--- config.mk ---
export PLATFORM = sky130hd
export DESIGN_NAME = ram_arbiter_2x
export DESIGN_NICKNAME = d
export VERILOG_FILES = /design/src/rtl/ram_arbiter_2x.sv
export SDC_FILE = /design/constraint.sdc
export NUM_CORES = 1
export LEC_CHECK = 0
export CAP_MARGIN = 10
export CORE_MARGIN = 2
export CORE_UTILIZATION = 43
export CTS_BUF_LIST = sky130_fd_sc_hd__clkbuf_2 sky130_fd_sc_hd__clkbuf_4 sky130_fd_sc_hd__clkbuf_8
export CTS_CLUSTER_SIZE = 12
export DETAILED_ROUTE_END_ITERATION = 10
export GPL_ROUTABILITY_DRIVEN = 0
export PLACE_DENSITY = 0.93
export SYNTH_ARGS = -nofsm -noshare
export SYNTH_HDL_FRONTEND = slang
export SYNTH_SLANG_ARGS = --single-unit
--- constraint.sdc ---
create_clock -name clk -period 1.7 [get_ports clk]
set_input_delay 0.34 -clock clk [delete_from_list [all_inputs] [get_ports clk]]
set_output_delay 0.34 -clock clk [all_outputs]
set_load 0.03 [all_outputs]
--- src/rtl/ram_arbiter_2x.sv ---
// ram_arbiter_2x: two-requester arbiter in front of a single-port synchronous RAM.
// One transaction in flight at a time: IDLE samples requests, ISSUE drives the
// RAM command for one cycle, CAPTURE (reads only) collects ram_dout.
// Ports:
//   clk, rst_n                  clock, async active-low reset
//   req/we/addr/wdata{0,1}      requester commands, sampled only at the grant edge
//   gnt{0,1}                    one-cycle grant pulse (the ISSUE cycle)
//   rvalid{0,1}, rdata{0,1}     read return; rdata held until the next rvalid
//   busy                        high whenever not IDLE
//   ram_en, ram_addr, ram_din   RAM command (ram_en=1 means write)
//   ram_dout                    RAM read data, valid the cycle after the address
module ram_arbiter_2x #(
  parameter int ADDR_W = 2,
  parameter int DATA_W = 4
) (
  input  logic              clk,
  input  logic              rst_n,
  input  logic              req0,
  input  logic              req1,
  input  logic              we0,
  input  logic              we1,
  input  logic [ADDR_W-1:0] addr0,
  input  logic [ADDR_W-1:0] addr1,
  input  logic [DATA_W-1:0] wdata0,
  input  logic [DATA_W-1:0] wdata1,
  output logic              gnt0,
  output logic              gnt1,
  output logic              rvalid0,
  output logic              rvalid1,
  output logic [DATA_W-1:0] rdata0,
  output logic [DATA_W-1:0] rdata1,
  output logic              busy,
  output logic              ram_en,
  output logic [ADDR_W-1:0] ram_addr,
  output logic [DATA_W-1:0] ram_din,
  input  logic [DATA_W-1:0] ram_dout
);

  typedef enum logic [1:0] {
    IDLE    = 2'd0,
    ISSUE   = 2'd1,
    CAPTURE = 2'd2
  } state_t;

  state_t r_state, w_state_nxt;

  // r_prio: 1 = requester 1 wins the next tie. r_id/r_we: latched winner and
  // direction; the latched address/data live directly in r_ram_addr/r_ram_din.
  logic              r_prio,    w_prio_nxt;
  logic              r_id,      w_id_nxt;
  logic              r_we,      w_we_nxt;
  logic              r_gnt0,    w_gnt0_nxt;
  logic              r_gnt1,    w_gnt1_nxt;
  logic              r_rvalid0, w_rvalid0_nxt;
  logic              r_rvalid1, w_rvalid1_nxt;
  logic [DATA_W-1:0] r_rdata0,  w_rdata0_nxt;
  logic [DATA_W-1:0] r_rdata1,  w_rdata1_nxt;
  logic              r_busy,    w_busy_nxt;
  logic              r_ram_en,  w_ram_en_nxt;
  logic [ADDR_W-1:0] r_ram_addr, w_ram_addr_nxt;
  logic [DATA_W-1:0] r_ram_din,  w_ram_din_nxt;

  // Requester 1 wins when alone, or on a tie when it holds the priority.
  logic w_pick1;
  assign w_pick1 = req1 & (~req0 | r_prio);

  always_ff @(posedge clk or negedge rst_n) begin
    if (!rst_n) r_state <= IDLE;
    else        r_state <= w_state_nxt;
  end

  always_comb begin
    w_state_nxt    = r_state;
    w_prio_nxt     = r_prio;
    w_id_nxt       = r_id;
    w_we_nxt       = r_we;
    w_gnt0_nxt     = 1'b0;
    w_gnt1_nxt     = 1'b0;
    w_rvalid0_nxt  = 1'b0;
    w_rvalid1_nxt  = 1'b0;
    w_rdata0_nxt   = r_rdata0;
    w_rdata1_nxt   = r_rdata1;
    w_busy_nxt     = 1'b0;
    w_ram_en_nxt   = 1'b0;
    w_ram_addr_nxt = r_ram_addr;
    w_ram_din_nxt  = r_ram_din;
    case (r_state)
      IDLE: begin
        if (req0 | req1) begin
          w_state_nxt    = ISSUE;
          w_busy_nxt     = 1'b1;
          w_id_nxt       = w_pick1;
          w_prio_nxt     = ~w_pick1;
          w_gnt0_nxt     = ~w_pick1;
          w_gnt1_nxt     = w_pick1;
          w_we_nxt       = w_pick1 ? we1    : we0;
          w_ram_en_nxt   = w_pick1 ? we1    : we0;
          w_ram_addr_nxt = w_pick1 ? addr1  : addr0;
          w_ram_din_nxt  = w_pick1 ? wdata1 : wdata0;
        end
      end
      ISSUE: begin
        // Write commits at this edge inside the RAM; a read keeps the address
        // up while ram_dout becomes valid.
        if (r_we) begin
          w_state_nxt = IDLE;
        end else begin
          w_state_nxt = CAPTURE;
          w_busy_nxt  = 1'b1;
        end
      end
      CAPTURE: begin
        w_state_nxt = IDLE;
        if (r_id) begin
          w_rdata1_nxt  = ram_dout;
          w_rvalid1_nxt = 1'b1;
        end else begin
          w_rdata0_nxt  = ram_dout;
          w_rvalid0_nxt = 1'b1;
        end
      end
      default: w_state_nxt = IDLE;
    endcase
  end

  always_ff @(posedge clk or negedge rst_n) begin
    if (!rst_n) begin
      r_prio     <= 1'b0;
      r_id       <= 1'b0;
      r_we       <= 1'b0;
      r_gnt0     <= 1'b0;
      r_gnt1     <= 1'b0;
      r_rvalid0  <= 1'b0;
      r_rvalid1  <= 1'b0;
      r_rdata0   <= '0;
      r_rdata1   <= '0;
      r_busy     <= 1'b0;
      r_ram_en   <= 1'b0;
      r_ram_addr <= '0;
      r_ram_din  <= '0;
    end else begin
      r_prio     <= w_prio_nxt;
      r_id       <= w_id_nxt;
      r_we       <= w_we_nxt;
      r_gnt0     <= w_gnt0_nxt;
      r_gnt1     <= w_gnt1_nxt;
      r_rvalid0  <= w_rvalid0_nxt;
      r_rvalid1  <= w_rvalid1_nxt;
      r_rdata0   <= w_rdata0_nxt;
      r_rdata1   <= w_rdata1_nxt;
      r_busy     <= w_busy_nxt;
      r_ram_en   <= w_ram_en_nxt;
      r_ram_addr <= w_ram_addr_nxt;
      r_ram_din  <= w_ram_din_nxt;
    end
  end

  assign gnt0     = r_gnt0;
  assign gnt1     = r_gnt1;
  assign rvalid0  = r_rvalid0;
  assign rvalid1  = r_rvalid1;
  assign rdata0   = r_rdata0;
  assign rdata1   = r_rdata1;
  assign busy     = r_busy;
  assign ram_en   = r_ram_en;
  assign ram_addr = r_ram_addr;
  assign ram_din  = r_ram_din;

endmodule

**After elaboration in Yosys (flattened, before gate mapping)**

Index checks and enable logic that the tools add are counted.

- Bits in registers: 25
- Input port bits: 22

- Equality and inequality tests: 3
- Muxes and demuxes: 19
- Bitwise operators: 6
- Reductions and logical operators: 4

Operator list:

| kind | number |
|---|---|
| $mux 1 | 13 |
| $mux 2 | 3 |
| $reduce_and 2->1 | 3 |
| $mux 4 | 1 |
| $pmux 2 s2 | 1 |
| $not 1->1 | 3 |
| $eq 2x1->1 const B | 1 |
| $eq 2x2->1 const B | 1 |
| $logic_not 2->1 | 1 |
| $ne 2x2->1 const B | 1 |
| $or 1x1->1 | 2 |
| $pmux 1 s2 | 1 |
| $and 1x1->1 | 1 |

**Depth between registers and ports, before layout**

Gate-level depths: netlist (run 1).

- Depth after elaboration: 6
- Gate-level depth with buffers: 5

**Worst setup path before layout (run 1)**

OpenSTA, ideal clock, no wires.

- Path type: register to register
- Start point: register r_prio
- End point: register r_ram_din[0] (netlist: ram_din[0])
- Setup time: 0.126 ns
- Arrival: 1.152 ns
- Required time: 1.574 ns
- Path slack: 0.422 ns
- Stages on the path, launching flop included: 5
- Buffers on the path: 1
- Period minus slack after synthesis: 1.278 ns
- Cell sequence: dfrtp_1 > nand2b_1 > and3_1 > buf_6 > a221o_1

- Cells in the longest elaborated chain, start to end: 3

RTL lines:

| element | line | RTL |
|---|---|---|
| from (decl) | 49 | `logic r_prio, w_prio_nxt;` |
| from (signal assigned) | 142 | `r_prio <= w_prio_nxt;` |
| $or 1x1->1 | 65 | `assign w_pick1 = req1 & (~req0 \| r_prio);` |
| $and 1x1->1 | 65 |  |
| $mux 4 | 99 | `w_ram_din_nxt = w_pick1 ? wdata1 : wdata0;` |
| to (signal assigned) | 154 | `r_ram_din <= w_ram_din_nxt;` |
| to (decl) | 61 | `logic [DATA_W-1:0] r_ram_din, w_ram_din_nxt;` |

No other way between the ends.
A chain may end at the register's enable or synchronous reset.

**Final worst setup path (run 1)**

- Start point: register r_gnt0 (netlist: gnt0)
- End point: output port gnt0

RTL lines:

| element | line | RTL |
|---|---|---|
| from (decl) | 52 | `logic r_gnt0, w_gnt0_nxt;` |
| from (signal assigned) | 145 | `r_gnt0 <= w_gnt0_nxt;` |
| to (decl) | 26 | `output logic gnt0,` |

No word-level cell between the ends.

==> results.md, run 1 <==
- CP Depth: 1
- P per Cell Area: 1784 mW/mm2
- Placed cell areas: 0.001460 mm2
- Post-CTS Hold Fix Bufs: 0
- 1st-iter DRT viols: 15
- Netlist cell types: 21
- Largest net degree at the start of global routing: 26
- Final hold vios: 0
- Wirelength per Cell: 13.77 um
- Antenna diodes: 0
- Leakage power: 0.7274 nW
- Worst slew pin tran: 408.1 ps
- CTS buffer count: 3
- Count of buffer and inverter cells on the critical path: 1
- Routed wl met2: 1038 um
- Worst hold margin: 383.7 ps
- Post-Route Utilization: 67.93%
- Setup Fix Bufs, Post-CTS: 0
- Die Area: 0.002745 mm2
- Routed length on met3: 198 um
- Worst r2r src: r_state[0]
- Total gr overflow: 0
- First-pass GRT wire length: 3367 um
- Post-Route Setup TNS: 0 ps
- Drt drc: 0
- Reg2reg path depth: 2
- Initial core utilization: 45.53%
- CP arrival: 1310 ps
- Insertion delay to the later sink of the worst-skew pair: 300 ps
- Slew Viols, Final: 0
- Crit end category: output pin
- H-Tree Depth: 1
- DRT Wirelength: 2066 um
- Cells after Synth: 75
- CTS root buf: clkbuf_4
- CTS sink count: 25
- FF-to-FF setup slack: 360 ps
- Layout cells sized above 1: 16.39%
- Status: finished, final reports clean
- Synth cell count leaders: dfrtp_1, mux2_2, a21oi_1
- GRT Util Overall: 17.01%
- Synthesized flop and latch total: 25
- Crit path from: gnt0
- Final antenna-violating net count: 0
- Met1 Routed Length: 828 um
- Top-count cell post-synth: dfrtp_1
- IO Port Bufs: 41
- Top Ports: 42
- Clock Tree Buf Depth: 2
- RSZ-0062 raised after global routing: false
- HPWL Detailed: 1619 um
- Setup CP Type: reg -> out
- YS warnings: 0
- Area of the multi-input gates: 347.8 um2
- Worst path cell trace: clkdlybuf4s50_1
- Area growth syn-to-layout: 49.19%
- Syn Nets: 97
- Worst Path Required: 1360 ps
- Reg clk slew, reported paths: 120 ps
- Num rows: 17
- Tcrit/Tclk final: 97.10%
- Max-slew headroom: 72.67%
- Area leader, netlist: dfrtp_1
- Hold Crit Class: in -> async
- Max-Cap Viols: 0
- Skew final: 3.520 ps
- Kind of cell adding the most delay to the critical path: buffers and inverters
- Top FF cell, synth: dfrtp_1
- Die Height: 52.40 um
- Worst vdd ir: 1163 uV
- Vias per cell: 5.320
- Cell area after layout: 0.001503 mm2
- Tmin final: 1651 ps
- DR vias: 798
- Largest stage delay, worst path: 660 ps
- Average size of a mapped cell: 13.43 um2
- FF/Latch Area: 625.6 um2
- Number of global-route vias before repair: 780
- Post-synthesis cell area: 0.001007 mm2
- First-pass iteration count of the detailed router: 4
- Peak Freq: 605.8 MHz
- Layout net count: 145
- Critical Path Fanout Max: 1
- Die W: 52.40 um
- Post-synthesis async set-or-reset flop share: 100.0%
- Sequential-to-total area share from yosys stat: 62.11%
- Slowest CP cell: clkdlybuf4s50_1
- Fill cell count: 180
- CP Launch Type: flip-flop
- Setup-failing EPs final: 0
- DR top layer: met3
- CTS tree: yes
- Area share of the largest cell type after synthesis: 62.11%
- Post-synth EDFFs: 0
- Synth top area cells: dfrtp_1, mux2_2, a21oi_1
- Core Footprint: 0.002212 mm2
- Initial antenna violation count: 0
[what timing repair did]
action | 4_1_cts | 5_1_grt
pin swaps | 0 | 0
endpoints found under the setup margin | 6 | 8
resized for setup | 6 | 8
[worst paths after layout]
path / endpoint
setup reg to reg: rdata0[2]
max in group asynchronous: r_id
hold reg to reg: r_state[1]
hold / removal: rdata1[1]
min in group clk: r_state[1]
setup / recovery: gnt0
[routing by layer]
| metal | track usage [%] | up-vias |
|---|---|---|
| met5 | 0 | - |
| met4 | 6.410 | 0 |
| met3 | 2.857 | 0 |
| met2 | 29.58 | 47 |
| met1 | 20.97 | 381 |
| li1 | - | 370 |
[stage by stage]
step | setup slack [ps] | power, mW | std cells
after floorplan | 421.9 | 1.913 | 75
after global placement | 80.44 | 2.478 | 146
after detailed placement | 34.39 | 2.516 | 146
after CTS | 5.006 | 2.726 | 150
after global routing | 0.02465 | 2.858 | 150
final | 49.26 | 2.680 | 150
[cell families (layout without fill, tap and decap cells)]
| group | count (synthesis) | count (layout) | share of synthesized area (%) |
|---|---|---|---|
| AO/OA/AOI/OAI | 22 | 22 | 15.15 |
| AND/OR/NAND/NOR | 15 | 15 | 10.44 |
| multiplexers | 8 | 8 | 8.944 |
| buffers and inverters | 5 | 52 | 3.354 |
| flip-flops | 25 | 25 | 62.11 |
[layout make-up]
cell class              count  share of cell area (%)
clock buffers               4                   1.998
inverters                   3                  0.7494
multi-input cells          45                   23.15
flip-flops and latches     25                   41.63
well taps                  28                   2.331
repair buffers             45                   30.14
[layout by cell type, fill, tap and decap left out]
| master | count |
|---|---|
| a21o_2 | 1 |
| a21oi_1 | 7 |
| a221o_1 | 3 |
| a31oi_1 | 4 |
| and3_1 | 1 |
| buf_4 | 4 |
| clkbuf_4 | 4 |
| clkdlybuf4s50_1 | 27 |
| dfrtp_1 | 25 |
| dlygate4sd2_1 | 6 |
| dlymetal6s2s_1 | 8 |
| inv_1 | 3 |
| mux2_2 | 8 |
| nand2_4 | 1 |
| nand2b_1 | 2 |
| nand3_1 | 4 |
| nand3b_1 | 1 |
| nor2_1 | 1 |
| nor2_4 | 1 |
| nor2b_1 | 1 |
| nor3b_1 | 1 |
| nor3b_2 | 1 |
| o2111a_1 | 3 |
| o21ai_0 | 4 |
| or2_1 | 1 |
[registers in the layout, summed over array words and instances (netlist names), 2 cells and up]
| register | count |
|---|---|
| rdata0 | 4 |
| r_state | 2 |
| ram_din | 4 |
| ram_addr | 2 |
| rdata1 | 4 |
[power breakdown]
| part | switching (mW) | internal [mW] | total (mW) |
|---|---|---|---|
| logic | 0.802 | 0.600 | 1.40 |
| registers | 0.151 | 0.867 | 1.02 |
| clock network | 0.153 | 0.107 | 0.260 |
| total | 1.11 | 1.57 | 2.68 |
No activity file was read; power rests on OpenSTA's default activity.
==> inputs of run 2 (changes only) <==
CTS_CLUSTER_DIAMETER = 150   (was default)
==> results of run 2 <==
The final DEF is identical to that of run 1; final timing and power are the same.
==> variant 1, RTL diff (config.mk and constraints of run 1) <==
The parameter `ADDR_W` goes from 2 to 1.
--- a/src/rtl/ram_arbiter_2x.sv
+++ b/src/rtl/ram_arbiter_2x.sv
@@ -11,5 +11,5 @@
 //   ram_dout                    RAM read data, valid the cycle after the address
 module ram_arbiter_2x #(
-  parameter int ADDR_W = 2,
+  parameter int ADDR_W = 1,
   parameter int DATA_W = 4
 ) (
Interface: changed (resized addr0, addr1 and ram_addr); port bits go from 42 to 39. The function was not compared with the original's and may differ.
==> variant 1 against run 1 <==
- global-route usage increased by 0.58 points
- area after synthesis decreased by 4.6%
- wire length increased by 3.5%
- sequential cell count decreased by 1
- maximum frequency increased by 0.49%
- power decreased by 3.3%
- count of clock-buffer cells in the layout decreased by 1
- sequential power decreased by 4%
- final area decreased by 2.8%
- worst setup slack improved by 0.0081 ns
- synthesized cell count decreased by 4.0%
- critical path type unchanged
- critical endpoint is now gnt1
==> variant 1: results (changes against run 1) <==
- Outcome: finished, final reports clean (unchanged).
- The count of port buffers added during placement is 38 (was 41).
- The top fanout value on the critical path is 1 (unchanged).
- The number of distinct library cells after synthesis is 23 (was 21).
- The mean instance size in the synthesized netlist is 13.3 µm² (was 13.4 µm²).
- The largest net degree at the start of global routing is 25 (was 26).
- The worst max-slew margin expressed relative to the limit is 72.0% (was 72.7%).
- The average detailed-routed wire length per instance is 14.8 µm (was 13.8 µm).
- The average vias per placed instance is 5.26 (was 5.32).
- The final clock skew came to 0.00839 ns (was 0.00352 ns).
- The proportion of synthesized chip area in sequential cells is 62.5% (was 62.1%).
- The maximum vdd drop is 1.01 mV (was 1.16 mV).
- The total routing usage reported by global routing is 17.6% (was 17.0%).
- Largest cells by area after synthesis: sky130_fd_sc_hd__dfrtp_1 (63%), sky130_fd_sc_hd__mux2_2 (9.4%), sky130_fd_sc_hd__a21oi_1 (3.6%) (was sky130_fd_sc_hd__dfrtp_1 (62%), sky130_fd_sc_hd__mux2_2 (8.9%), sky130_fd_sc_hd__a21oi_1 (3.5%)).
- The wire length of the first global-routing pass came to 3440 µm (was 3370 µm).
- The via count of the first global-routing pass is 760 (was 780).
- The post-detailed-placement cell area is 0.00141 mm² (was 0.00146 mm²).
- The net total in the final layout is 139 (was 145).
- The estimated wirelength of the detail-placed design is 1660 µm (was 1620 µm).
- The total nets after synthesis came to 92 (was 97).
- The minimum setup slack after placement is 0.00793 ns (was 0.0344 ns).
- The switching part of the total power is 41.3% (about the same).
- The final wirelength was 2140 µm (was 2070 µm).
- The maximum buffer depth of the clock tree is 2 (unchanged).
- Top post-synthesis cells by count: sky130_fd_sc_hd__dfrtp_1 (24), sky130_fd_sc_hd__mux2_2 (8), sky130_fd_sc_hd__a21oi_1 (7) (was sky130_fd_sc_hd__dfrtp_1 (25), sky130_fd_sc_hd__mux2_2 (8), sky130_fd_sc_hd__a21oi_1 (7)).
- The static leakage is 0.768 nW (was 0.727 nW).
- The number of DRC violations after detailed-routing iteration 0 is 12 (was 15).
- The share of post-route cells with drive strength above 1 is 17.9% (was 16.4%).
variant 1: area by class of cell:
| cell class | instances | area (µm²) |
|---|---|---|
| clock buffers | 3 | 22.5 |
| fillers | 164 | 709 |
| inverters | 3 | 11.3 |
| multi-input cells | 43 | 333 |
| flip-flops and latches | 24 | 601 |
| well taps | 28 | 35.0 |
| repair buffers | 44 | 458 |
variant 1: logic make-up (layout without fill, tap and decap cells):
logic type / after synthesis / in the layout / share of synthesized area, %
flops: 24 / 24 / 62.5
mux: 8 / 8 / 9.38
simple gates: 15 / 15 / 11.7
compound gates: 20 / 20 / 13.5
buf+inv: 5 / 50 / 2.86
variant 1: final timing paths:
kind	cells after the start	endpoint	from	slack, ns
min in group clk	1	r_state[1]$_DFFE_PN0P_	r_we$_DFFE_PN0P_	0.46
max	1	gnt1	gnt1$_DFF_PN0_	0.06
max in group asynchronous	2	ram_addr$_DFFE_PN0P_	rst_n	1.08
max reg2reg	2	rdata0[1]$_DFFE_PN0P_	r_state[1]$_DFFE_PN0P_	0.32
min reg2reg	1	r_state[1]$_DFFE_PN0P_	r_we$_DFFE_PN0P_	0.46
min	2	r_state[1]$_DFFE_PN0P_	rst_n	0.38
variant 1: timing repair:
item                                    CTS  global route
resized for setup                         2            14
hold buffers                              0             0
endpoints found under the setup margin    2            14
variant 1: power groups by stage:
stage          clock (mW)  sequential, mW  combinational [mW]
4_1_cts             0.234           0.992                1.41
6_report            0.232           0.982                1.38
3_3_place_gp            0           0.985                1.38
5_1_grt             0.263            1.02                1.46
2_1_floorplan           0            1.39               0.422
3_5_place_dp            0            1.00                1.42
variant 1: routing by layer:
| layer | vias up | global-route usage (%) | wire [µm] |
|---|---|---|---|
| met5 | - | 0 | 0 |
| met4 | 0 | 4.82 | 9 |
| met3 | 2 | 2.92 | 155 |
| met2 | 33 | 33.3 | 1160 |
| met1 | 374 | 20.3 | 817 |
| li1 | 354 | - | - |
==> variant 2, RTL diff (config.mk and constraints of run 1) <==
Made on the original files. Reset style: synchronous (`rst_n`), changed in 2 clocked blocks. Comments in the files are not updated.
--- a/src/rtl/ram_arbiter_2x.sv
+++ b/src/rtl/ram_arbiter_2x.sv
@@ -65,5 +65,5 @@
   assign w_pick1 = req1 & (~req0 | r_prio);
 
-  always_ff @(posedge clk or negedge rst_n) begin
+  always_ff @(posedge clk) begin
     if (!rst_n) r_state <= IDLE;
     else        r_state <= w_state_nxt;
@@ -124,5 +124,5 @@
   end
 
-  always_ff @(posedge clk or negedge rst_n) begin
+  always_ff @(posedge clk) begin
     if (!rst_n) begin
       r_prio     <= 1'b0;
Formal check against the unedited RTL: differs if rst_n is asserted again (counterexample within 4 cycles, from zero or initial values and one cycle with rst_n low); with rst_n held inactive, the same outputs for 10 cycles.
==> variant 2 against run 1 <==
- final area shrank 1.6%
- area after synthesis is 3.7% lower
- non-clock buffer count grew 2
- sequential cell count is the same
- via count rose by 17%
- worst setup slack got worse by 0.044 ns
- wire length up 18%
Power is not compared: it rests on default switching activity, and its combinational part moved more than twofold at a synthesized area within 25%.
==> variant 2: results (changes against run 1) <==
- The global routing usage on met3 is 4.39% (was 2.86%).
- The class of the most critical hold timing path is reg2reg (was in2async).
- The post-detailed-placement cell area is 0.00143 mm² (was 0.00146 mm²).
- The met2 track utilization from global routing is 35.3% (was 29.6%).
- The number of standard cells after synthesis was 103 (was 75).
- The minimum setup slack after placement is -0.0457 ns (was 0.0344 ns).
- Top post-synthesis cells by count: sky130_fd_sc_hd__dfxtp_1 (25), sky130_fd_sc_hd__nand3_1 (14), sky130_fd_sc_hd__nor2_1 (13), sky130_fd_sc_hd__mux2i_1 (8), sky130_fd_sc_hd__o21ai_0 (7) (was sky130_fd_sc_hd__dfrtp_1 (25), sky130_fd_sc_hd__mux2_2 (8), sky130_fd_sc_hd__a21oi_1 (7)).
- The average vias per placed instance is 5.26 (was 5.32).
- The maximum cell stage delay along the critical path is 0.68 ns (was 0.66 ns).
- Overall power consumption after layout is estimated at 1.19 mW.
- The estimated wirelength of the detail-placed design is 1900 µm (was 1620 µm).
- The leading register cell type out of synthesis is sky130_fd_sc_hd__dfxtp_1 (was sky130_fd_sc_hd__dfrtp_1).
- The slew at the pin with the worst max-slew slack was 0.503 ns (was 0.408 ns).
- The proportion of synthesized chip area in sequential cells is 51.6% (was 62.1%).
- The average detailed-routed wire length per instance is 13.8 µm (about the same).
- The wire length of the first global-routing pass is 4090 µm (was 3370 µm).
- The reg-to-reg critical path startpoint is r_state[1]$_SDFFE_PN0P_ (was r_state[0]$_DFFE_PN0P_).
- The final critical path time including I/O delays and setup is 1.69 ns (was 1.65 ns).
- The detailed-route wire length on metal 1 is 1030 µm (was 828 µm).
- The total routing usage reported by global routing is 20.3% (was 17.0%).
- The endpoint of the most critical register-to-register path was rdata0[2]$_SDFFE_PN0P_ (was rdata0[2]$_DFFE_PN0P_).
- The worst hold slack after final layout came to 0.474 ns (was 0.384 ns).
- The detailed route wirelength on metal2 is 1250 µm (was 1040 µm).
- Largest cells by area after synthesis: sky130_fd_sc_hd__dfxtp_1 (52%), sky130_fd_sc_hd__mux2i_1 (8.3%), sky130_fd_sc_hd__nand3_1 (7.2%) (was sky130_fd_sc_hd__dfrtp_1 (62%), sky130_fd_sc_hd__mux2_2 (8.9%), sky130_fd_sc_hd__a21oi_1 (3.5%)).
- The number of DRC violations after detailed-routing iteration 0 is 32 (was 15).
- The origin of the worst setup path was ram_addr[1]$_SDFFE_PN0P_ (was gnt0$_DFF_PN0_).
- Outcome: finished, final reports clean (unchanged).
- The number of cells on the worst reg-to-reg path is 3 (was 2).
- The share of post-route cells with drive strength above 1 is 12.1% (was 16.4%).
-- variant 2: cells by family (layout without fill, tap and decap cells) --
logic type / Yosys count / in the layout / synth area share (%)
flip-flops: 25 / 25 / 51.6
multiplexers: 9 / 9 / 9.42
AND/OR/NAND/NOR: 43 / 43 / 24.1
AO/OA/AOI/OAI: 18 / 18 / 10.7
buffers and inverters: 8 / 54 / 4.13
-- variant 2: repair_timing --
action | CTS | global route
cloned | 0 | 0
setup buffers | 0 | 0
endpoints found under the setup margin | 2 | 9
resized for setup | 2 | 9
-- variant 2: area by class of cell --
class / count / area [µm²] / area share (%)
Timing Repair Buffer: 47 / 475 / 32.1
Clock buffer: 3 / 22.5 / 1.52
Clock inverter: 1 / 5.00 / 0.338
Multi-Input combinational cell: 70 / 429 / 29.0
Tap cell: 28 / 35.0 / 2.37
Sequential cell: 25 / 500 / 33.8
Inverter: 3 / 11.3 / 0.761
